==> config.mk <==
export PLATFORM = sky130hd
export DESIGN_NAME = pipe_scroller
export DESIGN_NICKNAME = d
export VERILOG_FILES = /design/src/rtl/pipe_pkg.sv /design/src/rtl/pipe_column_gen.sv /design/src/rtl/pipe_scroller.sv
export SDC_FILE = /design/constraint.sdc
export NUM_CORES = 1
export LEC_CHECK = 0
export CAP_MARGIN = 5
export CORE_ASPECT_RATIO = 0.5
export CORE_MARGIN = 2
export CORE_UTILIZATION = 45
export DETAILED_ROUTE_END_ITERATION = 10
export GPL_ROUTABILITY_DRIVEN = 0
export PLACE_DENSITY = 0.82
export SLEW_MARGIN = 10
export SYNTH_ARGS = -nofsm -noshare
export SYNTH_HDL_FRONTEND = slang
export SYNTH_HIERARCHICAL = 1
export SYNTH_SLANG_ARGS = --single-unit
==> constraint.sdc <==
create_clock -name clk -period 19.6 [get_ports clk]
set_input_delay 3.92 -clock clk [delete_from_list [all_inputs] [get_ports clk]]
set_output_delay 3.92 -clock clk [all_outputs]
set_load 0.005 [all_outputs]
==> src/rtl/pipe_pkg.sv <==
`default_nettype none
// +------------------------------------------------------------------------+
// | Module   : pipe_pkg                                                    |
// | Purpose  : Shared types, default geometry and helpers for the          |
// |            scrolling pipe field.                                       |
// | Contents : DEF_* geometry defaults, pipe_field_t (default-sized field), |
// |            clamp_gap() which keeps a gap fully inside the matrix.      |
// | Revision : 1.0 - initial release                                       |
// +------------------------------------------------------------------------+
package pipe_pkg;

  localparam int DEF_ROWS     = 16;
  localparam int DEF_COLS     = 16;
  localparam int DEF_GAP_H    = 4;
  localparam int DEF_PIPE_W   = 2;
  localparam int DEF_SPACING  = 6;
  localparam int DEF_BIRD_COL = 12;

  // Field laid out as [row][column] for the default matrix size.
  typedef logic [DEF_ROWS-1:0][DEF_COLS-1:0] pipe_field_t;

  // The highest legal gap top is rows-gap_h; larger requests are pinned there
  // so the whole gap stays on screen.
  function automatic int clamp_gap(input int gap, input int rows, input int gap_h);
    return (gap > rows - gap_h) ? (rows - gap_h) : gap;
  endfunction

endpackage
`default_nettype wire

==> src/rtl/pipe_column_gen.sv <==
`default_nettype none
// +------------------------------------------------------------------------+
// | Module   : pipe_column_gen                                             |
// | Purpose  : Combinational builder of the column injected at the entry   |
// |            edge: solid pipe except GAP_H open rows from gap_eff down.  |
// | Ports    : gap_eff (in)  top row of the gap                            |
// |            enable  (in)  1 = draw a pipe column, 0 = empty column      |
// |            column  (out) ROWS-bit column, 1 = pipe pixel               |
// | Revision : 1.0 - initial release                                       |
// +------------------------------------------------------------------------+
module pipe_column_gen #(
  parameter int ROWS  = 16,
  parameter int GAP_H = 4
) (
  input  logic [$clog2(ROWS)-1:0] gap_eff,
  input  logic                    enable,
  output logic [ROWS-1:0]         column
);

  for (genvar r = 0; r < ROWS; r++) begin : g_row
    assign column[r] = enable && !((r >= int'(gap_eff)) && (r < int'(gap_eff) + GAP_H));
  end

endmodule
`default_nettype wire

==> src/rtl/pipe_scroller.sv <==
`default_nettype none
// +------------------------------------------------------------------------+
// | Module   : pipe_scroller                                               |
// | Purpose  : Scrolling pipe field for the LED-matrix Flappy Bird game.   |
// |            Advances one column per qualified tick, spawns pipes every  |
// |            SPACING ticks with a random gap, flags bird passes.         |
// | Ports    : clk, reset (async, active-high)                             |
// |            tick, run, clear    scroll control                          |
// |            gap_top / spawn_ack gap request handshake with the LFSR     |
// |            field               [ROWS-1:0][COLS-1:0] pipe pixels        |
// |            bird_col            field column BIRD_COL                   |
// |            pass_pulse, active  score pulse, any-pixel-set flag         |
// | Revision : 1.0 - initial release                                       |
// +------------------------------------------------------------------------+
module pipe_scroller
  import pipe_pkg::*;
#(
  parameter int ROWS     = DEF_ROWS,
  parameter int COLS     = DEF_COLS,
  parameter int GAP_H    = DEF_GAP_H,
  parameter int PIPE_W   = DEF_PIPE_W,
  parameter int SPACING  = DEF_SPACING,
  parameter int BIRD_COL = DEF_BIRD_COL
) (
  input  logic                    clk,
  input  logic                    reset,
  input  logic                    tick,
  input  logic                    run,
  input  logic                    clear,
  input  logic [$clog2(ROWS)-1:0] gap_top,
  output logic                    spawn_ack,
  output logic [ROWS*COLS-1:0]    field,
  output logic [ROWS-1:0]         bird_col,
  output logic                    pass_pulse,
  output logic                    active
);

  localparam int GW = $clog2(ROWS);
  localparam int PW = $clog2(SPACING);

  logic [ROWS-1:0][COLS-1:0] r_field;
  logic [COLS-1:0]           r_lead;      // 1 marks a pipe's leading column
  logic [PW-1:0]             r_phase;
  logic [GW-1:0]             r_gap_hold;
  logic                      r_spawn_ack;
  logic                      r_pass_pulse;

  logic                      w_adv;
  logic                      w_spawn;
  logic                      w_inject_en;
  logic [GW-1:0]             w_gap_clamped;
  logic [GW-1:0]             w_gap_eff;
  logic [ROWS-1:0]           w_inject;

  assign w_adv         = tick & run & ~clear;
  assign w_spawn       = (r_phase == '0);
  assign w_inject_en   = (int'(r_phase) < PIPE_W);
  assign w_gap_clamped = GW'(clamp_gap(int'(gap_top), ROWS, GAP_H));
  // gap_top is only honoured on the leading column; the rest of the pipe
  // reuses the latched value so the gap stays straight.
  assign w_gap_eff     = w_spawn ? w_gap_clamped : r_gap_hold;

  pipe_column_gen #(
    .ROWS  (ROWS),
    .GAP_H (GAP_H)
  ) u_column_gen (
    .gap_eff (w_gap_eff),
    .enable  (w_inject_en),
    .column  (w_inject)
  );

  always_ff @(posedge clk or posedge reset) begin
    if (reset) begin
      r_field      <= '0;
      r_lead       <= '0;
      r_phase      <= '0;
      r_gap_hold   <= '0;
      r_spawn_ack  <= 1'b0;
      r_pass_pulse <= 1'b0;
    end else if (clear) begin
      r_field      <= '0;
      r_lead       <= '0;
      r_phase      <= '0;
      r_spawn_ack  <= 1'b0;
      r_pass_pulse <= 1'b0;
    end else begin
      // Pulses are qualified by adv every cycle, so a held tick still yields
      // single-cycle pulses per advance event.
      r_spawn_ack  <= w_adv & w_spawn;
      // The leading column sits at BIRD_COL-1 now and lands on BIRD_COL with
      // this shift, so the pulse lines up with the field update.
      r_pass_pulse <= w_adv & r_lead[BIRD_COL-1];
      if (w_adv) begin
        for (int r = 0; r < ROWS; r++) begin
          r_field[r] <= {r_field[r][COLS-2:0], w_inject[r]};
        end
        r_lead  <= {r_lead[COLS-2:0], w_spawn};
        r_phase <= (r_phase == PW'(SPACING - 1)) ? '0 : r_phase + PW'(1);
        if (w_spawn) begin
          r_gap_hold <= w_gap_clamped;
        end
      end
    end
  end

  for (genvar r = 0; r < ROWS; r++) begin : g_bird
    assign bird_col[r] = r_field[r][BIRD_COL];
  end

  assign field      = r_field;
  assign spawn_ack  = r_spawn_ack;
  assign pass_pulse = r_pass_pulse;
  assign active     = |r_field;

endmodule
`default_nettype wire

* After elaboration in Yosys (flattened, before gate mapping)
Index checks and enable logic that the tools add are counted.
Word-level totals: flip-flop bits (word level) 277, output and inout bits 275
Cells by class: add/sub/neg operators 2, order comparisons 33, equal/unequal tests 1, muxes and demuxes 11, bitwise operators 5, reductions and logical operators 51
Operators by type and width (number):
- 2-to-1 mux 256 bit | 2
- < comparator 5 x 32 -> 1 bit, first input constant | 8
- OR reduction 256 bit | 1
- < comparator 4 x 32 -> 1 bit, first input constant | 4
- < comparator 3 x 32 -> 1 bit, first input constant | 2
- < comparator 1 x 32 -> 1 bit, first input constant | 1
- < comparator 2 x 32 -> 1 bit, first input constant | 1
- logical AND 1 bit | 31
- >= comparator 4 bit, first input constant | 7
- 2-to-1 mux 12 bit | 2
- >= comparator 3 x 4 -> 1 bit, first input constant | 4
- logical NOT 1 bit | 16
- 2-to-1 mux 3 bit | 3
- >= comparator 1 x 4 -> 1 bit, first input constant | 2
- >= comparator 2 x 4 -> 1 bit, first input constant | 2
- 2-to-1 mux 4 bit | 2
- adder 4 x 3 -> 5 bit, second input constant | 1
- bitwise AND 1 bit | 4
- greater-than comparator 4 bit, second input constant | 1
- adder 3 x 1 -> 3 bit, second input constant | 1
- equality test 3 bit, second input constant | 1
- logical NOT 3 bit | 1
- < comparator 3 x 2 -> 1 bit, second input constant | 1
- 2-to-1 mux 1 bit | 2
- other kinds (3) | 3

* Depth between registers and ports, before layout
depth after elaboration 10, depth in mapped cells 8

* By module
The synthesis kept the hierarchy.
Modules (own cells, without submodules):
- pipe_scroller | times used 1, cells each 731, area an instance 10421.2 um^2, sequential area each 6931.6 um^2
- pipe_column_gen | times used 1, cells each 50, area an instance 356.6 um^2, sequential area each 0.0 um^2

* Worst setup path after synthesis
OpenSTA, ideal clock, no wires.
kind input port to flip-flop, from input gap_top[3], to register r_field, in the netlist field[80], library setup time 0.121 ns, data arrival time 5.225 ns, required time 19.479 ns, slack 14.254 ns, stages 6, buffers on the path 0, cell sequence mux2_2 -> inv_1 -> ha_1 -> a311oi_1 -> o31a_1 -> a22o_1
On the way: cells in the longest elaborated chain, start to end 10, elaborated cells on any way between the ends 11, those cells by class add/sub: 1; order compare: 3; mux: 4; reduce/logical: 3
RTL lines:
- start, declared | line pipe_scroller.sv:30 | input logic [$clog2(ROWS)-1:0] gap_top,
- greater-than comparator 4 bit | line pipe_pkg.sv:25 | return (gap > rows - gap_h) ? (rows - gap_h) : gap;
- 2-to-1 mux 4 bit * | line pipe_pkg.sv:25
- 2-to-1 mux 4 bit *
- adder 4 x 3 -> 5 bit | line pipe_column_gen.sv:21 | assign column[r] = enable && !((r >= int'(gap_eff)) && (r < int'(gap_eff) + GAP_H));
- < comparator 4 x 32 -> 1 bit | line pipe_column_gen.sv:21
- logical AND 1 bit * | line pipe_column_gen.sv:21
- logical NOT 1 bit * | line pipe_column_gen.sv:21
- logical AND 1 bit * | line pipe_column_gen.sv:21
- named net w_inject[5] | line pipe_scroller.sv:53 | logic [ROWS-1:0] w_inject;
- 2-to-1 mux 256 bit * | line pipe_scroller.sv:93 | if (w_adv) begin
- 2-to-1 mux 256 bit * | line pipe_scroller.sv:80 | end else if (clear) begin
- end signal, assigned by index | line pipe_scroller.sv:95 | r_field[r] <= {r_field[r][COLS-2:0], w_inject[r]};
- end, declared | line pipe_scroller.sv:41 | logic [ROWS-1:0][COLS-1:0] r_field;
The timed path passes the listed nets; every way through them passes the cells marked *. The select of a mux whose other input is x is not followed. A chain may end at the register's enable or synchronous reset.

* Worst setup path in the final report
from register r_field, in the netlist field[202], to output active
On the way: cells in the longest elaborated chain, start to end 1
RTL lines:
- OR reduction 256 bit | line pipe_scroller.sv:113 | assign active = |r_field;
- end, declared | line pipe_scroller.sv:35 | output logic active
Every way passes these cells.

==> metrics.md <==
| Metric | Value |
|---|---|
| Outcome | completed |
| Largest area contributor in the netlist | dfrtp_1 |
| Die height | 113.4 µm |
| Combinational share of power | 0.072 |
| Core area | 23180 µm² |
| Initial antenna violation count | 0 |
| Crit path launch | field[202] |
| IR drop worst, VDD | 0.04640 mV |
| Critical-path cell list | nor4_1, nand4_1, nor4_1, nand4_1, clkdlybuf4s50_1 |
| Global route overflow | 0 |
| Max H-tree Level | 1 |
| Fin Clk Skew | 0.01083 ns |
| DRC errors left | 0 |
| Die width | 222.9 µm |
| Slowest CP cell | nor4_1 |
| P_int | 0.8929 mW |
| IO Port Bufs | 283 |
| 1st-iter DRT viols | 833 |
| Largest net degree at the start of global routing | 132 |
| # nets final | 1040 |
| Ant diodes | 0 |
| Post-Syn Nets | 797 |
| Sequential share of power | 0.501 |
| Hold Fails Final Rpt | 0 |
| Setup tns final | 0 ns |
| P_sw | 0.2750 mW |
| DRT Wirelength | 29820 µm |
| Initial core utilization | 0.4650 |
| Synth top area share | 0.6431 |
| Via count | 8198 |
| Most common cell after layout, fill and taps aside | clkdlybuf4s50_1 |
| DRT antenna net count | 0 |
| RR Startpoint | r_phase[0] |
| Startpoint types | flop |
| Clock Path Buffers | 3 |
| Max-slew headroom | 0.2651 |
| Die area | 25280 µm² |
| Routed length on met3 | 1365 µm |
| Worst Path Buf+Inv | 1 |
| Sw frac | 0.2354 |
| Cell family with most CP delay | simple AND/OR/NAND/NOR gates |
| Mapped Cells | 781 |
| Placed Area | 13660 µm² |
| Clk slew on worst S/H paths | 0.06 ns |
| Power Density | 80.58 nW/µm² |
| Pwr Total | 1.168 mW |
| Synth-to-Final Area Change | 34.47% |
| CTS root buffer | clkbuf_16 |
| Number of I/O pins | 284 |
| # hold bufs at CTS | 0 |
| Hold_sp | r_lead[0] |
| Hpwl dp | 20160 µm |
| WL per Instance | 22.10 µm |
| Worst min path class | flop to flop |
| Detailed Routing Iterations Pass 1 | 5 |
| CP max FO | 4 |
| Crit Path Class | flop to output port |
| CP Data Arrival Time | 3.19 ns |
| Clock network power share | 0.427 |
| CTS tree | done |
| Number of global-route vias before repair | 7903 |
| Max Slew Vio Count | 0 |
| WP data required | 15.68 ns |
| Post-CTS Resized | 0 |
| Share of cells above drive strength 1 | 0.06526 |
| Top routing layer used | met4 |
| Critical Path Sink Type | output port |
| Worst skew pair latency | 0.52 ns |
| Max_cap viols | 0 |
| Post-synthesis cell type count | 38 |
| P_leak | 6.545 nW |
| Sequential fraction of the synthesis area | 0.6431 |
| Minimum clock period after layout | 7.108 ns |
| Synthesis-stage register bit count | 277 |
| Synthesized area per cell | 13.80 µm² |
| Final Setup Violations | 0 |
| Largest cells by area after synthesis | dfrtp_1 (64%), a22o_1 (22%), nor4_1 (3.9%) |
| TritonCTS Buffers | 25 |
| Post-route design area | 14490 µm² |
| Total track usage | 0.2312 |
| Cell row count | 39 |
| M1 WL | 13360 µm |
| Post-CTS setup buffer count | 0 |
| Synthesized area | 10780 µm² |
| Fmax | 0.1407 GHz |
| Clock sinks | 277 |
| Via/cell ratio | 6.077 |
| Slew @ Worst Pin | 1.102 ns |
| Tcrit/Tclk final | 0.3627 |
| Commonest non-fill, non-tap cells in the layout | clkdlybuf4s50_1 (283), dfrtp_1 (277), a22o_1 (267) |
| Metal2 WL | 14420 µm |
| First-pass GRT wire length | 46810 µm |
| RSZ-0062 raised after global routing | false |
| Yosys Warn Count | 6 |
| CP peak stage delay | 0.71 ns |
[per-stage QoR]
step                      instances  setup slack, ns  hold slack (ns)    util
final                          1349            12.49           0.4888  0.6253
after global routing           1349            12.42           0.5022  0.6253
after CTS                      1349            12.48           0.4894  0.6253
after detailed placement       1304            12.98           0.4723  0.5893
after global placement         1304            12.99           0.4644  0.5893
after floorplan                 781            8.043           0.4479       -
[kinds of logic (layout without fill, tap and decap cells)]
logic type	Yosys count	count (layout)	share of synthesized area
fa+ha+maj	7	7	0.008126
mux	8	8	0.008359
buf+inv	81	342	0.04028
flops	277	277	0.6431
compound gates	295	295	0.2354
xor+xnor	1	1	0.0008128
simple gates	112	112	0.06385
[area by class of cell]
class	count	area, µm²
clock buffers	30	674.4
fillers	1718	8686
well taps	307	384.1
multi-input cells	423	3420
inverters	6	30.03
clock inverters	15	160.2
repair buffers	291	2893
flip-flops and latches	277	6932
[power by group through the flow]
stage | logic (mW) | registers (mW) | clock network [mW]
final | 0.0841 | 0.586 | 0.498
after global routing | 0.0922 | 0.586 | 0.533
after CTS | 0.0843 | 0.586 | 0.507
after detailed placement | 0.0840 | 0.596 | 0
after global placement | 0.0816 | 0.596 | 0
after floorplan | 0.0562 | 0.594 | 0
[per-layer routing]
layer	global-route usage	vias up
met3	0.04070	45
met1	0.3366	4327
met5	0	-
met4	0.05727	0
met2	0.3650	250
li1	-	3576
[Yosys cell counts]
cell / count
a31oi_1: 1
nor3b_1: 3
nor2_2: 1
nor2_1: 7
xor2_1: 1
nand4_1: 17
o22ai_1: 1
nor4b_1: 1
a21boi_0: 2
inv_1: 4
buf_2: 50
a32o_1: 3
a21bo_1: 1
nand2_4: 1
clkbuf_1: 7
o31a_1: 3
a311oi_1: 1
a22o_1: 267
mux2_2: 8
nor3_2: 1
inv_2: 2
dfrtp_1: 277
nor2_4: 1
buf_4: 18
ha_1: 7
o21ai_0: 1
nand3_1: 1
nand2_1: 6
nand3b_1: 1
o21ai_1: 1
nand2_2: 1
nor4_1: 68
a211oi_1: 4
nand2b_1: 1
a21oi_1: 8
a21o_1: 1
a21oi_2: 1
and2_1: 2
[sequential cells by signal, indices dropped and copies added (netlist names)]
name and cells:
bird_col 16, field 240, pass_pulse 1, r_gap_hold 4, r_lead 12, r_phase 3
spawn_ack 1
[worst paths after layout]
kind / slack, ns / depth (start not counted) / endpoint
setup / recovery: 12.49 / 5 / active
hold / removal: 0.49 / 2 / r_lead[0]
max in group asynchronous: 13.98 / 3 / field[171]
min in group asynchronous: 3.99 / 2 / r_phase[0]
setup reg to reg: 16.91 / 7 / field[80]
hold reg to reg: 0.49 / 2 / r_lead[0]
[worst min-delay path, stage by stage, from the launching register on]
cell	delay [ns]
dfrtp_1	0.35
nand2_1	0.05
nand2_1	0.06
Note: power is estimated with default switching activity, not from simulation.
